<file path="src/rtl/nibble_serial_adder.sv">
// nibble_serial_adder: wide adder built from a single 4-bit ripple-carry slice.
// Each clock the slice adds one nibble of A and B, least significant nibble first.
// A registered carry links each nibble to the next one.
// The 4-bit slice (ripplecarry_ckt) lives in this same file, so the design has
// no outside dependencies.

// Single-bit full adder used to build the 4-bit ripple slice.
module rc_full_adder (
  input  logic x,
  input  logic y,
  input  logic ci,
  output logic s,
  output logic co
);

  // Sum and carry of three input bits.
  always_comb begin
    s  = x ^ y ^ ci;
    co = (x & y) | (x & ci) | (y & ci);
  end

endmodule

// 4-bit ripple-carry adder with scalar bit ports.
module ripplecarry_ckt (
  input  logic a0,
  input  logic a1,
  input  logic a2,
  input  logic a3,
  input  logic b0,
  input  logic b1,
  input  logic b2,
  input  logic b3,
  input  logic C_in,
  output logic S0,
  output logic S1,
  output logic S2,
  output logic S3,
  output logic C_out
);

  logic [3:0] av;
  logic [3:0] bv;
  logic [3:0] sv;
  logic [4:0] cv;

  // Pack the scalar operand bits and unpack the sum bits.
  always_comb begin
    av    = {a3, a2, a1, a0};
    bv    = {b3, b2, b1, b0};
    cv[0] = C_in;
    S0    = sv[0];
    S1    = sv[1];
    S2    = sv[2];
    S3    = sv[3];
    C_out = cv[4];
  end

  genvar gi;
  generate
    for (gi = 0; gi < 4; gi++) begin : g_bit
      rc_full_adder u_fa (
        .x  (av[gi]),
        .y  (bv[gi]),
        .ci (cv[gi]),
        .s  (sv[gi]),
        .co (cv[gi+1])
      );
    end
  endgenerate

endmodule

// Sequencer that feeds ripplecarry_ckt one nibble per clock.
module nibble_serial_adder #(
  parameter int NIBBLES = 4
) (
  input  logic                   clk,
  input  logic                   rst_n,
  input  logic                   start,
  input  logic [4*NIBBLES-1:0]   a,
  input  logic [4*NIBBLES-1:0]   b,
  input  logic                   c_in,
  output logic                   busy,
  output logic                   done,
  output logic [4*NIBBLES-1:0]   sum,
  output logic                   c_out
);

  localparam int W  = 4 * NIBBLES;
  // The counter only has to reach NIBBLES-1. It is kept at least one bit wide
  // so that it is still a real signal when NIBBLES is 1.
  localparam int CW = (NIBBLES > 1) ? $clog2(NIBBLES) : 1;
  localparam logic [CW-1:0] CNT_LAST = CW'(NIBBLES - 1);

  typedef enum logic [1:0] {
    IDLE = 2'd0,
    RUN  = 2'd1,
    DONE = 2'd2
  } state_t;

  state_t          state_q, state_d;
  logic [W-1:0]    a_sh_q, a_sh_d;
  logic [W-1:0]    b_sh_q, b_sh_d;
  logic [W-1:0]    acc_sh_q, acc_sh_d;
  logic            carry_q, carry_d;
  logic [CW-1:0]   cnt_q, cnt_d;
  logic [W-1:0]    sum_q, sum_d;
  logic            c_out_q, c_out_d;

  logic [3:0]      rc_s;
  logic            rc_cout;
  logic [W-1:0]    a_shr;
  logic [W-1:0]    b_shr;
  logic [W-1:0]    acc_ins;
  logic            last_nib;

  // The slice always sees the low nibble of each shift register and the
  // registered carry.
  ripplecarry_ckt u_rc (
    .a0    (a_sh_q[0]),
    .a1    (a_sh_q[1]),
    .a2    (a_sh_q[2]),
    .a3    (a_sh_q[3]),
    .b0    (b_sh_q[0]),
    .b1    (b_sh_q[1]),
    .b2    (b_sh_q[2]),
    .b3    (b_sh_q[3]),
    .C_in  (carry_q),
    .S0    (rc_s[0]),
    .S1    (rc_s[1]),
    .S2    (rc_s[2]),
    .S3    (rc_s[3]),
    .C_out (rc_cout)
  );

  // The shifted operand values and the accumulator with the new nibble added.
  // A single-nibble build has no upper bits to shift down, so it gets its own
  // branch.
  generate
    if (NIBBLES == 1) begin : g_one
      assign a_shr   = '0;
      assign b_shr   = '0;
      assign acc_ins = rc_s;
    end else begin : g_many
      assign a_shr   = {4'b0000, a_sh_q[W-1:4]};
      assign b_shr   = {4'b0000, b_sh_q[W-1:4]};
      assign acc_ins = {rc_s, acc_sh_q[W-1:4]};
    end
  endgenerate

  assign last_nib = (cnt_q == CNT_LAST);

  // State register and datapath registers, cleared by asynchronous reset.
  always_ff @(posedge clk or negedge rst_n) begin
    if (!rst_n) begin
      state_q  <= IDLE;
      a_sh_q   <= '0;
      b_sh_q   <= '0;
      acc_sh_q <= '0;
      carry_q  <= 1'b0;
      cnt_q    <= '0;
      sum_q    <= '0;
      c_out_q  <= 1'b0;
    end else begin
      state_q  <= state_d;
      a_sh_q   <= a_sh_d;
      b_sh_q   <= b_sh_d;
      acc_sh_q <= acc_sh_d;
      carry_q  <= carry_d;
      cnt_q    <= cnt_d;
      sum_q    <= sum_d;
      c_out_q  <= c_out_d;
    end
  end

  // Next state: accept in IDLE, run NIBBLES cycles, then one DONE cycle.
  always_comb begin
    state_d = state_q;
    case (state_q)
      IDLE:    if (start) state_d = RUN;
      RUN:     if (last_nib) state_d = DONE;
      DONE:    state_d = IDLE;
      default: state_d = IDLE;
    endcase
  end

  // Datapath next values. The result registers load only on the last nibble,
  // so partial sums never reach the outputs.
  always_comb begin
    a_sh_d   = a_sh_q;
    b_sh_d   = b_sh_q;
    acc_sh_d = acc_sh_q;
    carry_d  = carry_q;
    cnt_d    = cnt_q;
    sum_d    = sum_q;
    c_out_d  = c_out_q;
    case (state_q)
      IDLE: begin
        if (start) begin
          a_sh_d  = a;
          b_sh_d  = b;
          carry_d = c_in;
          cnt_d   = '0;
        end
      end
      RUN: begin
        acc_sh_d = acc_ins;
        a_sh_d   = a_shr;
        b_sh_d   = b_shr;
        carry_d  = rc_cout;
        cnt_d    = cnt_q + CW'(1);
        if (last_nib) begin
          sum_d   = acc_ins;
          c_out_d = rc_cout;
        end
      end
      default: ;
    endcase
  end

  // Outputs decoded from the state and the result registers.
  always_comb begin
    busy  = (state_q == RUN) || (state_q == DONE);
    done  = (state_q == DONE);
    sum   = sum_q;
    c_out = c_out_q;
  end

endmodule

</file>
<file path="config.mk">
export PLATFORM = sky130hd
export DESIGN_NAME = nibble_serial_adder
export DESIGN_NICKNAME = d
export VERILOG_FILES = /design/src/rtl/nibble_serial_adder.sv
export SDC_FILE = /design/constraint.sdc
export NUM_CORES = 1
export LEC_CHECK = 0
export ABC_AREA = 1
export CORE_MARGIN = 2
export CORE_UTILIZATION = 47
export DETAILED_ROUTE_END_ITERATION = 16
export PLACE_DENSITY_LB_ADDON = 0.08
export SYNTH_ARGS = -nofsm -noshare
export SYNTH_HDL_FRONTEND = slang
export SYNTH_SLANG_ARGS = --single-unit
</file>
<file path="constraint.sdc">
create_clock -name clk -period 2.2 [get_ports clk]
set_clock_uncertainty 0.05 [all_clocks]
set_input_delay 0.55 -clock clk [delete_from_list [all_inputs] [get_ports clk]]
set_output_delay 0.55 -clock clk [all_outputs]
set_load 0.02 [all_outputs]
</file>
After elaboration in Yosys (flattened, before gate mapping)
Index checks and enable logic that the tools add are counted. Widths: inputs -> output; s select.

Add/subtract/negate cells: 1. $mul: 0. Reduce and logical (&&, ||, !) cells: 6. Mux-type cells: 11. Bitwise gates (word level): 28. Eq/ne operators: 5. $lt $le $gt $ge: 0. Shifts and indexed selects: 0. Div/mod/pow operators: 0.

Operators with widths (number): $pmux 16 s2 (2); $mux 16 (2); $and 1x1->1 (12); $or 1x1->1 (8); $pmux 2 s2 (2); $xor 1x1->1 (8); $mux 2 (3); $reduce_and 2->1 (3); $eq 2x2->1 const B (2); $ne 2x2->1 const B (2); $add 2x1->2 const B (1); $eq 2x1->1 const B (1); $logic_not 2->1 (1); $pmux 1 s2 (1); $reduce_bool 2->1 (1); $logic_or 1x1->1 (1); $mux 1 (1).

Bits in read-only memories: 0. Output and inout bits: 19. Bits in writable memories: 0. Memories kept: 0. Register bits: 70. Bits in latches: 0.

Depth between registers and ports, before layout
Depth in word-level cells: 13. Gate-level depth with buffers: 12. Depth with buffers taken out: 12.

Cells and area by module
A second synthesis with hierarchy kept.

Cell total of the unflattened synthesis: 373. Area, all modules: 3126.7 µm².

By module, submodules not included: nibble_serial_adder (cells an instance 369, instances 1, area each 3046.7 µm²); rc_full_adder (cells an instance 1, instances 4, area each 20.0 µm²).

Least setup slack after synthesis
Ideal clock, no wire load.

Path type: register -> register. From: register carry_q. To: register sum_q[15] (netlist: sum[15]). Library setup time: 83 ps. Period minus slack after synthesis: 2104 ps. Path buffers: 0. Cell stages (with the launch flop): 9. Slack: 96 ps. Data arrival time: 1971 ps. Path through: dfrtp_1 -> inv_1 -> fa_1 -> inv_1 -> fa_1 -> fa_1 -> inv_1 -> fa_1 -> o21ai_0.

Cells in the longest elaborated chain, start to end: 10.

RTL lines: start, declared (RTL line 106) `logic carry_q, carry_d;`; start signal, assigned (RTL line 170) `carry_q <= carry_d;`; $and 1x1->1 (RTL line 19) `co = (x & y) | (x & ci) | (y & ci);`; $or 1x1->1 (RTL line 19); $or 1x1->1 (*) (RTL line 19); $and 1x1->1 (RTL line 19); $or 1x1->1 (RTL line 19); $or 1x1->1 (*) (RTL line 19); $and 1x1->1 (RTL line 19); $or 1x1->1 (RTL line 19); $or 1x1->1 (*) (RTL line 19); $xor 1x1->1 (*) (RTL line 18) `s = x ^ y ^ ci;`; end signal, assigned (RTL line 172) `sum_q <= sum_d;`; end, declared (RTL line 108) `logic [W-1:0] sum_q, sum_d;`.

Mark *: on every way between the ends. The rest lies on a longest branch, timed or not. A chain may end at the register's enable or synchronous reset.

Final worst setup path
From: register b_sh_q[0]. To: register acc_sh_q[15].

Cells in the longest elaborated chain, start to end: 10.

RTL lines: start, declared (RTL line 104) `logic [W-1:0] b_sh_q, b_sh_d;`; start signal, assigned (RTL line 168) `b_sh_q <= b_sh_d;`; $and 1x1->1 (RTL line 19); $or 1x1->1 (RTL line 19); $or 1x1->1 (*) (RTL line 19); $and 1x1->1 (RTL line 19); $or 1x1->1 (RTL line 19); $or 1x1->1 (*) (RTL line 19); $and 1x1->1 (RTL line 19); $or 1x1->1 (RTL line 19); $or 1x1->1 (*) (RTL line 19); $xor 1x1->1 (*) (RTL line 18); end signal, assigned (RTL line 169) `acc_sh_q <= acc_sh_d;`; end, declared (RTL line 105) `logic [W-1:0] acc_sh_q, acc_sh_d;`.

Marked as above.

==> results by group <==
Placed design
  • Area after DPL: 3661 sq um
  • Post-Place Cells: 496
  • Final Wtd Congestion: 0.8081
  • # port buffers: 54
  • Dpl hpwl: roughly 4300 um

STA
  • Final Hold Fails: 0
  • Final Max Tran Viols: 0
  • Setup TNS: 0 ns
  • Least-Margin Pin Slew: between 0.5 and 0.6 ns
  • Final period utilization: 95.33%
  • FMAX: 476.8 MHz
  • Hold_ws: between 0.1 and 0.15 ns
  • # setup viols final: 0
  • Tmin final: 2.097 ns
  • RSZ-0062 raised after global routing: no
  • Max_slew headroom: between 60% and 70%

Global routing
  • M1 GR Usage: 27.06%
  • Met3 usage: 3.736%
  • GRT overflow: 0
  • Most Crowded Layer GR: met2
  • Largest net degree at the start of global routing: between 40 and 50
  • GRT Total Usage: 19.48%
  • Initial antenna violation count: 0
  • First-pass GRT wire length: between 10000 and 15000 um
  • Vias in the first global route: 2416
  • GRT met2 Usage: 29.71%

Worst setup path
  • Req. time, crit path: 2.41 ns
  • CP Max Fanout: 2
  • CP Class: register to register
  • Crit start category: register
  • Worst Path Arrival: 2.31 ns
  • CP Capture Type: register

Clocking
  • Hold_buf cts: 0
  • CTS clk-pin slew, worst paths: 0.08 ns
  • CTS tree: built
  • Longest Clk Path Bufs: 2
  • Cts bufs inserted: 9
  • Root buf cell: clkbuf_8
  • Clock Sink Count: between 60 and 70
  • H-Tree Depth: 3
  • Clock latency reported for the late side of the worst-skew pair: ~0.34 ns

Floorplan
  • Ports: 55
  • Die span in y: 84.73 um
  • Row Count: 29
  • Die area: 7178 sq um
  • Initial core utilization: 48.51%
  • Die Wd: 84.73 um
  • Area of the core: 6314 sq um

Layout
  • Most frequent cells in the layout: nand2_1 (182), dfrtp_1 (66), clkdlybuf4s50_1 (51)
  • Final instance area: 3857 sq um
  • N_diodes: 0
  • Fill cell count: 596
  • Area grow syn2layout: 25.94%
  • Fraction of layout cells with a size suffix above 1: under 10%
  • Final cell count without fillers: about 500
  • Most common cell after layout, fill and taps aside: nand2_1
  • Nets: 475

Yosys
  • Compound-Gate Fraction of Synth Area: between 4 and 5%
  • Main combinational cell family by area after synthesis: simple AND/OR/NAND/NOR gates
  • Synth warn: 0
  • Netlist cell types: 16
  • Synthesized area: 3063 sq um
  • Total nets after synthesis: approximately 420
  • Seq/Total Area, Yosys: a little over half
  • Simple-gate share of the synthesized area: 30.72%
  • Mux cell area share after synthesis: 0%
  • Adder-cell share of the synthesized area: 4.248%
  • Synth Area in XOR/XNOR: 0%
  • Post-synthesis average cell area: 8.125 sq um
  • #FFs+latches synth: 66
  • Cell count after synthesis: 377

Worst hold path
  • Min-Delay Path Class: primary input to async pin

Status
  • Status: finished, final reports clean

Route
  • Wire length per cell: 12.66 um
  • Vias after detailed routing: 2556
  • Drt drc: 0
  • Drt first pass iters: 5
  • Starting DRT DRC Count: 202
  • Remaining antenna violation count after routing: 0
  • Vias per cell: 4.982
  • Final Routed Wirelength: 6496 um

Pwr
  • Final Total Pwr: 5268 uW
  • P per Cell Area: about 1400 nW/um^2
  • LEAKAGE: 0.002024 uW
  • VDD IR max: 0.0007609 V

Flow run
  • Maxcap violations: 0
[state kept, by name, indices dropped and copies added, names as in the netlist]
name / flops
c_out: 1
cnt_q: 2
sum: 16
a_sh_q: 16
carry_q: 1
acc_sh_q: 12
b_sh_q: 16
state_q: 2
[final cells by class]
type	instances	area, sq um	share of cell area [%]
Timing Repair Buffer	65	631.9	16.38
Sequential cell	66	1652	42.82
Clock inverter	6	42.54	1.103
Tap cell	77	96.34	2.498
Multi-Input combinational cell	264	1204	31.20
Inverter	25	93.84	2.433
Clock buffer	10	137.6	3.568
[worst paths after layout]
kind | from | to | cells past startpoint | slack [ns]
hold reg to reg | sum[0] | sum[0] | 2 | 0.43
setup / recovery | b_sh_q[0] | acc_sh_q[15] | 8 | 0.10
max in group asynchronous | rst_n | a_sh_q[9] | 2 | 1.37
min in group clk | sum[0] | sum[0] | 2 | 0.43
hold / removal | rst_n | sum[3] | 1 | 0.12
setup reg to reg | b_sh_q[0] | acc_sh_q[15] | 8 | 0.10
[logic make-up after synthesis]
family / after synthesis
simple gates: 231
flops: 66
buf+inv: 47
compound gates: 25
fa+ha+maj: 8
[synthesized netlist by cell type]
| library cell | number | area (sq um) |
|---|---|---|
| nand2_1 | 182 | 683.2 |
| dfrtp_1 | 66 | 1652 |
| nand3_1 | 37 | 185.2 |
| inv_1 | 25 | 93.84 |
| o21ai_0 | 23 | 115.1 |
| nand4_1 | 8 | 50.05 |
| buf_2 | 7 | 35.03 |
| clkbuf_1 | 7 | 26.28 |
| buf_4 | 6 | 45.04 |
| fa_1 | 4 | 80.08 |
| ha_1 | 4 | 50.05 |
| nand2_2 | 3 | 18.77 |
| o21ai_1 | 2 | 10.01 |
| buf_1 | 1 | 3.750 |
| buf_6 | 1 | 11.26 |
| nor2_1 | 1 | 3.750 |
[timing repair]
action	in CTS	in global routing
resized for setup	4	4
setup buffers	0	1
cloned	0	0
setup endpoints to repair	3	4
pin swaps	1	2
[critical path, cell delays in order, from the launching register on]
cell	delay, ns
dfrtp_1	0.38
inv_1	0.07
fa_1	0.16
inv_1	0.05
fa_2	0.33
fa_2	0.35
inv_2	0.06
fa_2	0.44
o21ai_1	0.13
[report_power, final]
| group | switching, uW | total [uW] | internal (uW) | leakage (uW) |
|---|---|---|---|---|
| combinational | 1420 | 2350 | 924 | 0.00109 |
| sequential | 278 | 2000 | 1730 | 0.000850 |
| clock | 479 | 918 | 439 | 0.0000882 |
[metal layers]
| layer | share of wire (%) | wire, um |
|---|---|---|
| met5 | 0 | 0 |
| met4 | 0.86 | 56 |
| met3 | 4.9 | 318 |
| met2 | 46 | 3000 |
| met1 | 48 | 3120 |
[per-stage QoR]
| stage | setup slack [ns] | util, % |
|---|---|---|
| after floorplan | 0.09643 | - |
| after global placement | 0.04886 | 57.99 |
| after detailed placement | -0.06953 | 57.99 |
| after CTS | 0.01098 | 60.86 |
| after global routing | 0.01324 | 61.10 |
| final | 0.1027 | 61.10 |
Power figures use the tool's default switching activity.
